--- src/rtl/hdlc_tx_sequencer.sv ---
// hdlc_tx_sequencer: bit-serial HDLC transmit sequencer. Emits an opening
// flag, the buffered payload LSB-first with zero insertion, an optional FCS
// and a closing flag; produces the abort pattern on request and idle ones
// otherwise.
// Optional feature macro: HDLC_TX_FCS_EN (CRC-16/X.25 FCS field).
module hdlc_tx_sequencer #(
    parameter int FRAME_MAX = 126
) (
    input  logic       Clk,
    input  logic       Rst,
    input  logic       Tx_Enable,
    input  logic       Tx_AbortFrame,
    input  logic [7:0] Tx_FrameSize,
    input  logic [7:0] Tx_DataOutBuff,
    output logic       Tx_RdBuff,
    output logic       Tx,
    output logic       Tx_ValidFrame,
    output logic       Tx_Done,
    output logic       Tx_AbortedTrans
);

    localparam logic [7:0] FrameMax = 8'(FRAME_MAX);
    localparam logic [7:0] FlagByte = 8'h7E;

`ifdef HDLC_TX_FCS_EN
    typedef enum logic [2:0] {IDLE, FLAG_START, DATA, FCS, FLAG_END, ABORT} seqState_t;
`else
    typedef enum logic [2:0] {IDLE, FLAG_START, DATA, FLAG_END, ABORT} seqState_t;
`endif

    seqState_t  state, stateNext;
    logic [3:0] bitCnt, bitCntNext;
    logic [7:0] shiftReg, shiftNext;
    logic [7:0] prefetch, prefetchNext;
    logic       fetchPending;
    logic [7:0] bytesLeft, bytesLeftNext;
    logic [2:0] onesCnt, onesNext;
    logic       donePend, donePendNext;
    logic       txNext, validNext, doneNext, abortedNext;
    logic       rdBuff;
    logic       stuffNow;
    logic       dataBit;

`ifdef HDLC_TX_FCS_EN
    logic [15:0] crc, crcNext;

    // One step of the reflected CRC-16/X.25 (polynomial 0x8408).
    function automatic logic [15:0] crcStep(input logic [15:0] c, input logic b);
        logic fb;
        fb = c[0] ^ b;
        return {1'b0, c[15:1]} ^ (fb ? 16'h8408 : 16'h0000);
    endfunction
`endif

    assign Tx_RdBuff = rdBuff;
    assign stuffNow  = (onesCnt == 3'd5);

    // Next-state, next-bit and buffer-strobe logic; the serial outputs are
    // registered one cycle later so Tx never glitches.
    always_comb begin
        stateNext     = state;
        bitCntNext    = bitCnt;
        shiftNext     = shiftReg;
        prefetchNext  = fetchPending ? Tx_DataOutBuff : prefetch;
        bytesLeftNext = bytesLeft;
        onesNext      = onesCnt;
        donePendNext  = 1'b0;
        txNext        = 1'b1;
        validNext     = 1'b0;
        doneNext      = 1'b0;
        abortedNext   = Tx_AbortedTrans;
        rdBuff        = 1'b0;
        dataBit       = 1'b0;
`ifdef HDLC_TX_FCS_EN
        crcNext       = crc;
`endif

        if (state == IDLE) begin
            doneNext = donePend;
            if (Tx_Enable && (Tx_FrameSize != 8'd0) && (Tx_FrameSize <= FrameMax)) begin
                stateNext     = FLAG_START;
                bitCntNext    = 4'd0;
                bytesLeftNext = Tx_FrameSize;
                onesNext      = 3'd0;
                abortedNext   = 1'b0;
`ifdef HDLC_TX_FCS_EN
                crcNext       = 16'hFFFF;
`endif
            end
        end else if ((state != ABORT) && Tx_AbortFrame) begin
            stateNext   = ABORT;
            bitCntNext  = 4'd1;
            txNext      = 1'b0;
            validNext   = 1'b1;
            abortedNext = 1'b1;
        end else begin
            validNext = 1'b1;
            case (state)
                FLAG_START: begin
                    txNext = FlagByte[bitCnt[2:0]];
                    if (bitCnt == 4'd0) begin
                        rdBuff = 1'b1;
                    end
                    if (bitCnt == 4'd7) begin
                        shiftNext     = prefetch;
                        bytesLeftNext = bytesLeft - 8'd1;
                        rdBuff        = (bytesLeft > 8'd1);
                        stateNext     = DATA;
                        bitCntNext    = 4'd0;
                    end else begin
                        bitCntNext = bitCnt + 4'd1;
                    end
                end
                DATA: begin
                    if (stuffNow) begin
                        txNext   = 1'b0;
                        onesNext = 3'd0;
                    end else begin
                        dataBit   = shiftReg[0];
                        txNext    = dataBit;
                        onesNext  = dataBit ? onesCnt + 3'd1 : 3'd0;
                        shiftNext = {1'b0, shiftReg[7:1]};
`ifdef HDLC_TX_FCS_EN
                        crcNext   = crcStep(crc, dataBit);
`endif
                        if (bitCnt == 4'd7) begin
                            bitCntNext = 4'd0;
                            if (bytesLeft != 8'd0) begin
                                shiftNext     = prefetch;
                                bytesLeftNext = bytesLeft - 8'd1;
                                rdBuff        = (bytesLeft > 8'd1);
                            end else begin
`ifdef HDLC_TX_FCS_EN
                                stateNext = FCS;
`else
                                stateNext = FLAG_END;
`endif
                            end
                        end else begin
                            bitCntNext = bitCnt + 4'd1;
                        end
                    end
                end
`ifdef HDLC_TX_FCS_EN
                FCS: begin
                    if (stuffNow) begin
                        txNext   = 1'b0;
                        onesNext = 3'd0;
                    end else begin
                        dataBit  = ~crc[0];
                        txNext   = dataBit;
                        onesNext = dataBit ? onesCnt + 3'd1 : 3'd0;
                        crcNext  = {1'b0, crc[15:1]};
                        if (bitCnt == 4'd15) begin
                            stateNext  = FLAG_END;
                            bitCntNext = 4'd0;
                        end else begin
                            bitCntNext = bitCnt + 4'd1;
                        end
                    end
                end
`endif
                FLAG_END: begin
                    onesNext = 3'd0;
                    if (stuffNow) begin
                        txNext = 1'b0;
                    end else begin
                        txNext = FlagByte[bitCnt[2:0]];
                        if (bitCnt == 4'd7) begin
                            stateNext    = IDLE;
                            bitCntNext   = 4'd0;
                            donePendNext = 1'b1;
                        end else begin
                            bitCntNext = bitCnt + 4'd1;
                        end
                    end
                end
                ABORT: begin
                    txNext = 1'b1;
                    if (bitCnt == 4'd7) begin
                        stateNext  = IDLE;
                        bitCntNext = 4'd0;
                    end else begin
                        bitCntNext = bitCnt + 4'd1;
                    end
                end
                default: begin
                    stateNext = IDLE;
                    validNext = 1'b0;
                end
            endcase
        end
    end

    // State, datapath and registered serial outputs.
    always_ff @(posedge Clk or negedge Rst) begin
        if (!Rst) begin
            state           <= IDLE;
            bitCnt          <= 4'd0;
            shiftReg        <= 8'd0;
            prefetch        <= 8'd0;
            fetchPending    <= 1'b0;
            bytesLeft       <= 8'd0;
            onesCnt         <= 3'd0;
            donePend        <= 1'b0;
            Tx              <= 1'b1;
            Tx_ValidFrame   <= 1'b0;
            Tx_Done         <= 1'b0;
            Tx_AbortedTrans <= 1'b0;
        end else begin
            state           <= stateNext;
            bitCnt          <= bitCntNext;
            shiftReg        <= shiftNext;
            prefetch        <= prefetchNext;
            fetchPending    <= rdBuff;
            bytesLeft       <= bytesLeftNext;
            onesCnt         <= onesNext;
            donePend        <= donePendNext;
            Tx              <= txNext;
            Tx_ValidFrame   <= validNext;
            Tx_Done         <= doneNext;
            Tx_AbortedTrans <= abortedNext;
        end
    end

`ifdef HDLC_TX_FCS_EN
    // Running CRC over unstuffed payload bits, then shifted out as the FCS.
    always_ff @(posedge Clk or negedge Rst) begin
        if (!Rst) begin
            crc <= 16'hFFFF;
        end else begin
            crc <= crcNext;
        end
    end
`endif

endmodule
--- config.mk ---
export PLATFORM = sky130hd
export DESIGN_NAME = hdlc_tx_sequencer
export DESIGN_NICKNAME = d
export VERILOG_FILES = /design/src/rtl/hdlc_tx_sequencer.sv
export SDC_FILE = /design/constraint.sdc
export NUM_CORES = 1
export LEC_CHECK = 0
export CORE_MARGIN = 3
export CORE_UTILIZATION = 40
export CTS_CLUSTER_SIZE = 8
export DETAILED_ROUTE_END_ITERATION = 10
export GPL_TIMING_DRIVEN = 0
export PLACE_DENSITY = 0.64
export RECOVER_POWER = 50
export SLEW_MARGIN = 20
export SYNTH_ARGS = -nofsm -noshare
export SYNTH_HDL_FRONTEND = slang
export SYNTH_SLANG_ARGS = --single-unit
--- constraint.sdc ---
create_clock -name Clk -period 3.2 [get_ports Clk]
set_input_delay 0.48 -clock Clk [delete_from_list [all_inputs] [get_ports Clk]]
set_output_delay 0.48 -clock Clk [all_outputs]
set_load 0.05 [all_outputs]
# --- After elaboration in Yosys (flattened, before gate mapping) ---
# Memories as Yosys holds them, arrays and structs flattened.
# Cells that the tools add are included.
classes:
  n_addsub: 3
  order_cmp: 3
  n_eq_ne: 21
  muxes: 61
  bitwise: 2
  n_reduce_logical: 21
ops:
  columns: ["cell", "count"]
  rows:
  - ["8-bit two-way mux", 11]
  - ["3-bit two-way mux", 14]
  - ["8-bit case mux with 2 select lines", 2]
  - ["1-bit two-way mux", 24]
  - ["4-bit two-way mux", 5]
  - ["4-bit != test (second input constant)", 5]
  - ["8-bit nonzero test", 2]
  - ["3-bit != test (second input constant)", 5]
  - ["3-bit case mux with 4 select lines", 1]
  - ["8-bit by 1-bit greater-than comparator with 1-bit output (second input constant)", 1]
  - ["8-bit by 7-bit less-or-equal comparator with 1-bit output (second input constant)", 1]
  - ["4-bit case mux with 2 select lines", 1]
  - ["8-bit by 1-bit subtractor with 8-bit output (second input constant)", 1]
  - ["7-bit AND reduction", 1]
  - ["3-bit by 2-bit equality test with 1-bit output (second input constant)", 2]
  - ["3-bit equality test (second input constant)", 2]
  - ["2-bit != test (second input constant)", 3]
  - ["3-bit case mux with 2 select lines", 1]
  - ["3-bit AND reduction", 2]
  - ["6-bit AND reduction", 1]
  - ["3-bit nonzero test", 2]
  - ["5-bit AND reduction", 1]
  - ["4-bit by 1-bit adder with 4-bit output (second input constant)", 1]
  - ["4-bit by 3-bit equality test with 1-bit output (second input constant)", 1]
  - ["other kinds (16)", 21]
totals:
  ff_bits: 40
  romBits: 8
  out_inout_bits: 5
  mem_count: 1
memory_table:
  columns: ["memory", "words", "word_bits", "read_ports", "rd_clocked_by_memory_dff", "write_ports", "line", "rtl"]
  rows:
  - ["(name not given)", 8, 1, 1, 0, 0, "168", "txNext = FlagByte[bitCnt[2:0]];"]

# --- Depth between registers and ports, before layout ---
# Gate-level depths: netlist (run 1).
logic_depth:
  ltp_word: 7
  ltp_mapped: 7
  depth_no_buf: 7

# --- Worst setup path before layout (run 1) ---
# OpenSTA, ideal clock, no wires.
synth_path:
  path_type: "reg2out"
  start: "register state[2]"
  end: "output port Tx_RdBuff"
  t_arrival_ps: 3730
  path_slack_ps: -1010
  stages_incl_launch_ff: 7
  cell_sequence: "dfrtp_1 -> clkbuf_1 -> inv_1 -> nand2_1 -> buf_2 -> nand2_1 -> a2111oi_0"
synth_via:
  elab_chain_len: 4
  elab_cells_between_ends: 8
  classes_between: "eq/ne: 3; mux: 3; reduce/logical: 2"
synth_rtl:
  columns: ["element", "line", "rtl"]
  rows:
  - ["start, declared", "31", "seqState_t state, stateNext;"]
  - ["start signal, assigned", "211", "state <= stateNext;"]
  - ["3-bit by 2-bit equality test with 1-bit output, or another cell as far along", "98", "case (state)"]
  - ["1-bit case mux with 2 select lines / 1-bit logical AND (equally long branches)", "98, 90", null]
  - ["1-bit two-way mux", "90", "end else if ((state != ABORT) && Tx_AbortFrame) begin"]
  - ["1-bit two-way mux *", "78", "if (state == IDLE) begin"]
  - ["end, declared", "15", "output logic Tx_RdBuff,"]
# Mark *: on every way between the ends. The rest lies on a longest branch, timed or not.

# --- Final worst setup path (run 1) ---
layout_path:
  start: "register state[0]"
  end: "output port Tx_RdBuff"
# Same word-level chain as after synthesis.

==> summary.txt, run 1 <==
LOGIC SYNTHESIS
-------------------------------------------------------------------------------
Compound-cell area share of the yosys netlist ....................        19.5%
Largest family of logic cells by synthesized area ................ compound AO/OA/AOI/OAI gates
Yosys top cell by area ........................................... sky130_fd_sc_hd__dfrtp_1
Synthesized-area fraction occupied by xor and xnor cells .........           0%
Multiplexer share of the synthesized area ........................        9.69%
Top cells by area, synth ......................................... sky130_fd_sc_hd__dfrtp_1 (44%), sky130_fd_sc_hd__mux2_2 (4.5%), sky130_fd_sc_hd__mux2i_1 (4.5%)
Unique masters post-synth ........................................           57
Netlist Area Pre-Place ...........................................     2230 um2
Seq/Total Area, Yosys ............................................        44.9%
Count of mapped cells out of synthesis ...........................          222
Area share of the largest cell type after synthesis ..............        43.7%
Nets in the synthesized netlist ..................................          248
Dominant synthesized flop cell ................................... sky130_fd_sc_hd__dfrtp_1
#FFs+latches synth ...............................................           40
Synth async-reset ratio ..........................................         100%
Adder-Cell Fraction of Synth Area ................................        3.36%
Per-instance average area after synthesis ........................     10.1 um2
Number of enable flip-flop cells after synthesis .................            0
Synthesis Warnings ...............................................            0
Synth Area in Simple Gates .......................................        19.3%

DRT
-------------------------------------------------------------------------------
Vias .............................................................         1795
Average wire per standard cell ...................................      15.5 um
Detailed-routing iteration count for the pre-antenna-repair pass .            5
DR DRC count .....................................................            0
Initial detailed-routing violation count .........................           94
Detailed-route wire length .......................................      4980 um
Vias per cell ....................................................         5.57
Remaining antenna violation count ................................            0

CRITICAL PATH
-------------------------------------------------------------------------------
Most used cell along the critical path ........................... sky130_fd_sc_hd__nand2_1
Setup crit start kind ............................................    flip-flop
Reg2reg setup slack ..............................................       670 ps
Startpoint of the worst-slack reg-to-reg timing path ............. bytesLeft[0]
Worst Setup Path Type ............................................ flip-flop to output port
Worst-path cell with the longest stage delay ..................... sky130_fd_sc_hd__dfrtp_1
Cells on worst reg2reg path ......................................            7
Data arrival, critical path ......................................      2490 ps
Critical Path Fanout Max .........................................           13
Reg2reg end ......................................................  shiftReg[4]
CP endpoint kind .................................................  output port
Required time of the critical path ...............................      2720 ps
Crit-path cells .................................................. nor2_1 -> nand2_1 -> buf_2 -> nand2_1 -> a2111oi_2 -> clkdlybuf4s15_2
Maximum cell stage delay along the critical path .................       570 ps

FLOORPLANNING
-------------------------------------------------------------------------------
Floorplan die width ..............................................      80.7 um
Die boundary height ..............................................      80.7 um
Area of the die ..................................................     6520 um2
Placeable core area ..............................................     5240 um2
Top-level I/O count ..............................................           25
Initial cell density of the core .................................        42.6%
Number of standard-cell rows in the floorplan ....................           26

STA
-------------------------------------------------------------------------------
Sum of negative setup slack ......................................         0 ps
Max-slew violation total from the final report ...................            0
Tcrit/Tclk final .................................................        92.7%
Hold slack final .................................................       366 ps
Maximum clock rate ...............................................      337 MHz
Worst Max-Slew Pin Slew ..........................................      1120 ps
Final number of hold-violating endpoints .........................            0
Headroom to the max-slew limit ...................................        25.2%
RSZ-0062 raised after global routing .............................        false
Number of setup violations in the final report ...................            0
Shortest clock period the worst path allows after layout .........      2970 ps
Post-Route Skew ..................................................      9.41 ps

HOLD PATH
-------------------------------------------------------------------------------
Class of the worst hold path ..................................... input pin to async pin

CLOCK TREE
-------------------------------------------------------------------------------
Cell at the root of the clock tree ............................... sky130_fd_sc_hd__clkbuf_8
Number of buffers inserted by hold repair at cts .................            0
Clk sink count ...................................................           40
Worst skew pair latency ..........................................       290 ps
Clock slew at reported path FFs ..................................        80 ps
Clock H-tree levels ..............................................            2
Clock tree from TritonCTS ........................................        built
Maximum clock insertion buffer count .............................            2
CTS buffer count .................................................            5

POWER
-------------------------------------------------------------------------------
Combinational cell fraction of total power .......................        40.0%
Sequential share of power ........................................        41.3%
Leak Pwr .........................................................      1.12 nW
Total power ......................................................      2.20 mW
Design internal power ............................................      1.34 mW
Clock power frac .................................................        18.7%
Sw Pwr ...........................................................     0.865 mW
Worst IR Drop VDD ................................................   0.000401 V
Net Sw Frac ......................................................        39.3%
Power per Cell Area ..............................................   827 nW/um2

FINISH
-------------------------------------------------------------------------------
Nets .............................................................          277
Fraction of final layout cells sized beyond drive strength 1 .....        11.9%
Number of inserted diodes ........................................            0
Most common library cell in the layout ignoring fill and taps .... sky130_fd_sc_hd__dfrtp_1
Most frequent cells in the layout ................................ sky130_fd_sc_hd__dfrtp_1 (38), sky130_fd_sc_hd__nor2_1 (22), sky130_fd_sc_hd__clkdlybuf4s50_1 (21)
Synth-to-layout area growth ......................................        19.2%
Non-Filler Cell Area, Final ......................................     2660 um2
Filler-free cell count of the finished design ....................          322

PLACED DESIGN
-------------------------------------------------------------------------------
Port bufs ........................................................           23
Placed standard-cell area ........................................     2580 um2
Placed instance count ............................................          316
HPWL after DPL ...................................................      3700 um
Placer congestion estimate .......................................        0.856

GLOBAL ROUTE
-------------------------------------------------------------------------------
Total Routing Usage GR ...........................................        16.0%
Maximum number of pins on one net before global-route repair .....           22
Leftover overflow at the end of global routing ...................            0
Initial antenna violation count ..................................            0
Vias in the first global route ...................................         1757
First-pass GRT wire length .......................................      8180 um

FLOW RUN
-------------------------------------------------------------------------------
Max-cap viol count ...............................................            0

STATUS
-------------------------------------------------------------------------------
Result of the run ................................................ finished, final reports clean

[cells by family after synthesis]
kind of cell | count (synthesis)
buffers and inverters | 17
AND/OR/NAND/NOR | 76
flip-flops | 40
AO/OA/AOI/OAI | 63
adder cells (fa/ha/maj) | 6
multiplexers | 20
[how the worst max path moves through the flow]
stage,start,to,slack (ps),cells after the start
after floorplan,state[2],Tx_RdBuff,370,6
after CTS,state[0],Tx_RdBuff,40,7
after detailed placement,state[2],Tx_RdBuff,-120,7
after global routing,state[0],Tx_RdBuff,30,6
final,state[0],Tx_RdBuff,230,6
after global placement,state[2],Tx_RdBuff,-150,7
[metal layers]
| metal | up-vias | GRT usage [%] | wire length, um |
|---|---|---|---|
| li1 | 884 | - | - |
| met1 | 860 | 21.2 | 2340 |
| met2 | 46 | 26.7 | 2330 |
| met3 | 5 | 3.92 | 283 |
| met4 | 0 | 3.55 | 33 |
| met5 | - | 0 | 0 |
[flip-flops by register name, summed over array words and instances (netlist names), 3 cells and up]
register   flops
prefetch       8
onesCnt        3
bytesLeft      8
state          3
shiftReg       8
bitCnt         4
[Yosys cell counts (3+ instances only)]
| cell | number |
|---|---|
| sky130_fd_sc_hd__and3_1 | 4 |
| sky130_fd_sc_hd__inv_1 | 7 |
| sky130_fd_sc_hd__o2bb2ai_1 | 5 |
| sky130_fd_sc_hd__nand2b_1 | 3 |
| sky130_fd_sc_hd__ha_1 | 6 |
| sky130_fd_sc_hd__nand3_1 | 3 |
| sky130_fd_sc_hd__nor3b_1 | 5 |
| sky130_fd_sc_hd__nand2_1 | 11 |
| sky130_fd_sc_hd__mux2_2 | 9 |
| sky130_fd_sc_hd__clkbuf_1 | 7 |
| sky130_fd_sc_hd__mux2i_1 | 10 |
| sky130_fd_sc_hd__dfrtp_1 | 39 |
| sky130_fd_sc_hd__a21o_1 | 3 |
| sky130_fd_sc_hd__nor2_1 | 22 |
| sky130_fd_sc_hd__nand4_1 | 3 |
| sky130_fd_sc_hd__nor3_1 | 4 |
| sky130_fd_sc_hd__o211ai_1 | 3 |
| sky130_fd_sc_hd__a21oi_1 | 17 |
| sky130_fd_sc_hd__nor2b_1 | 5 |
| sky130_fd_sc_hd__o21ai_0 | 11 |
[critical path, delay by kind of cell (launching register included)]
family / cells / cell delay [ps]
flops: 1 / 570
simple gates: 3 / 520
buf+inv: 2 / 700
compound gates: 1 / 410
[metrics by stage]
stage               worst slack, ps  util (%)
floorplan                       365         -
global placement               -147      48.8
detailed placement             -125      49.3
CTS                            36.6      51.3
global route                   25.3      50.8
finish                          234      50.8
[power by group through the flow]
| stage | Clock [mW] | Combinational, mW | Sequential (mW) |
|---|---|---|---|
| 5_1_grt | 0.449 | 0.983 | 0.943 |
| 3_5_place_dp | 0 | 0.914 | 0.890 |
| 4_1_cts | 0.424 | 0.897 | 0.896 |
| 6_report | 0.412 | 0.880 | 0.908 |
| 2_1_floorplan | 0 | 0.633 | 0.903 |
| 3_3_place_gp | 0 | 0.898 | 0.883 |
[final cells by class]
class | count | area [um2]
Sequential cell | 40 | 1000
Inverter | 7 | 26.3
Timing Repair Buffer | 24 | 229
Fill cell | 494 | 2580
Tap cell | 70 | 87.6
Buffer | 8 | 40.0
Clock buffer | 5 | 68.8
Clock inverter | 3 | 42.5
Multi-Input combinational cell | 165 | 1160
[timing repair]
action,in CTS,in global routing
setup endpoints to repair,1,1
resized for setup,4,2
buffers inserted,0,0
No activity file was read; power rests on OpenSTA's default activity.
==> run 2: changes to the inputs <==
- SLEW_MARGIN: 20 -> unset
==> results of run 2 <==
Final layout, timing and power as in run 1 (identical DEF).
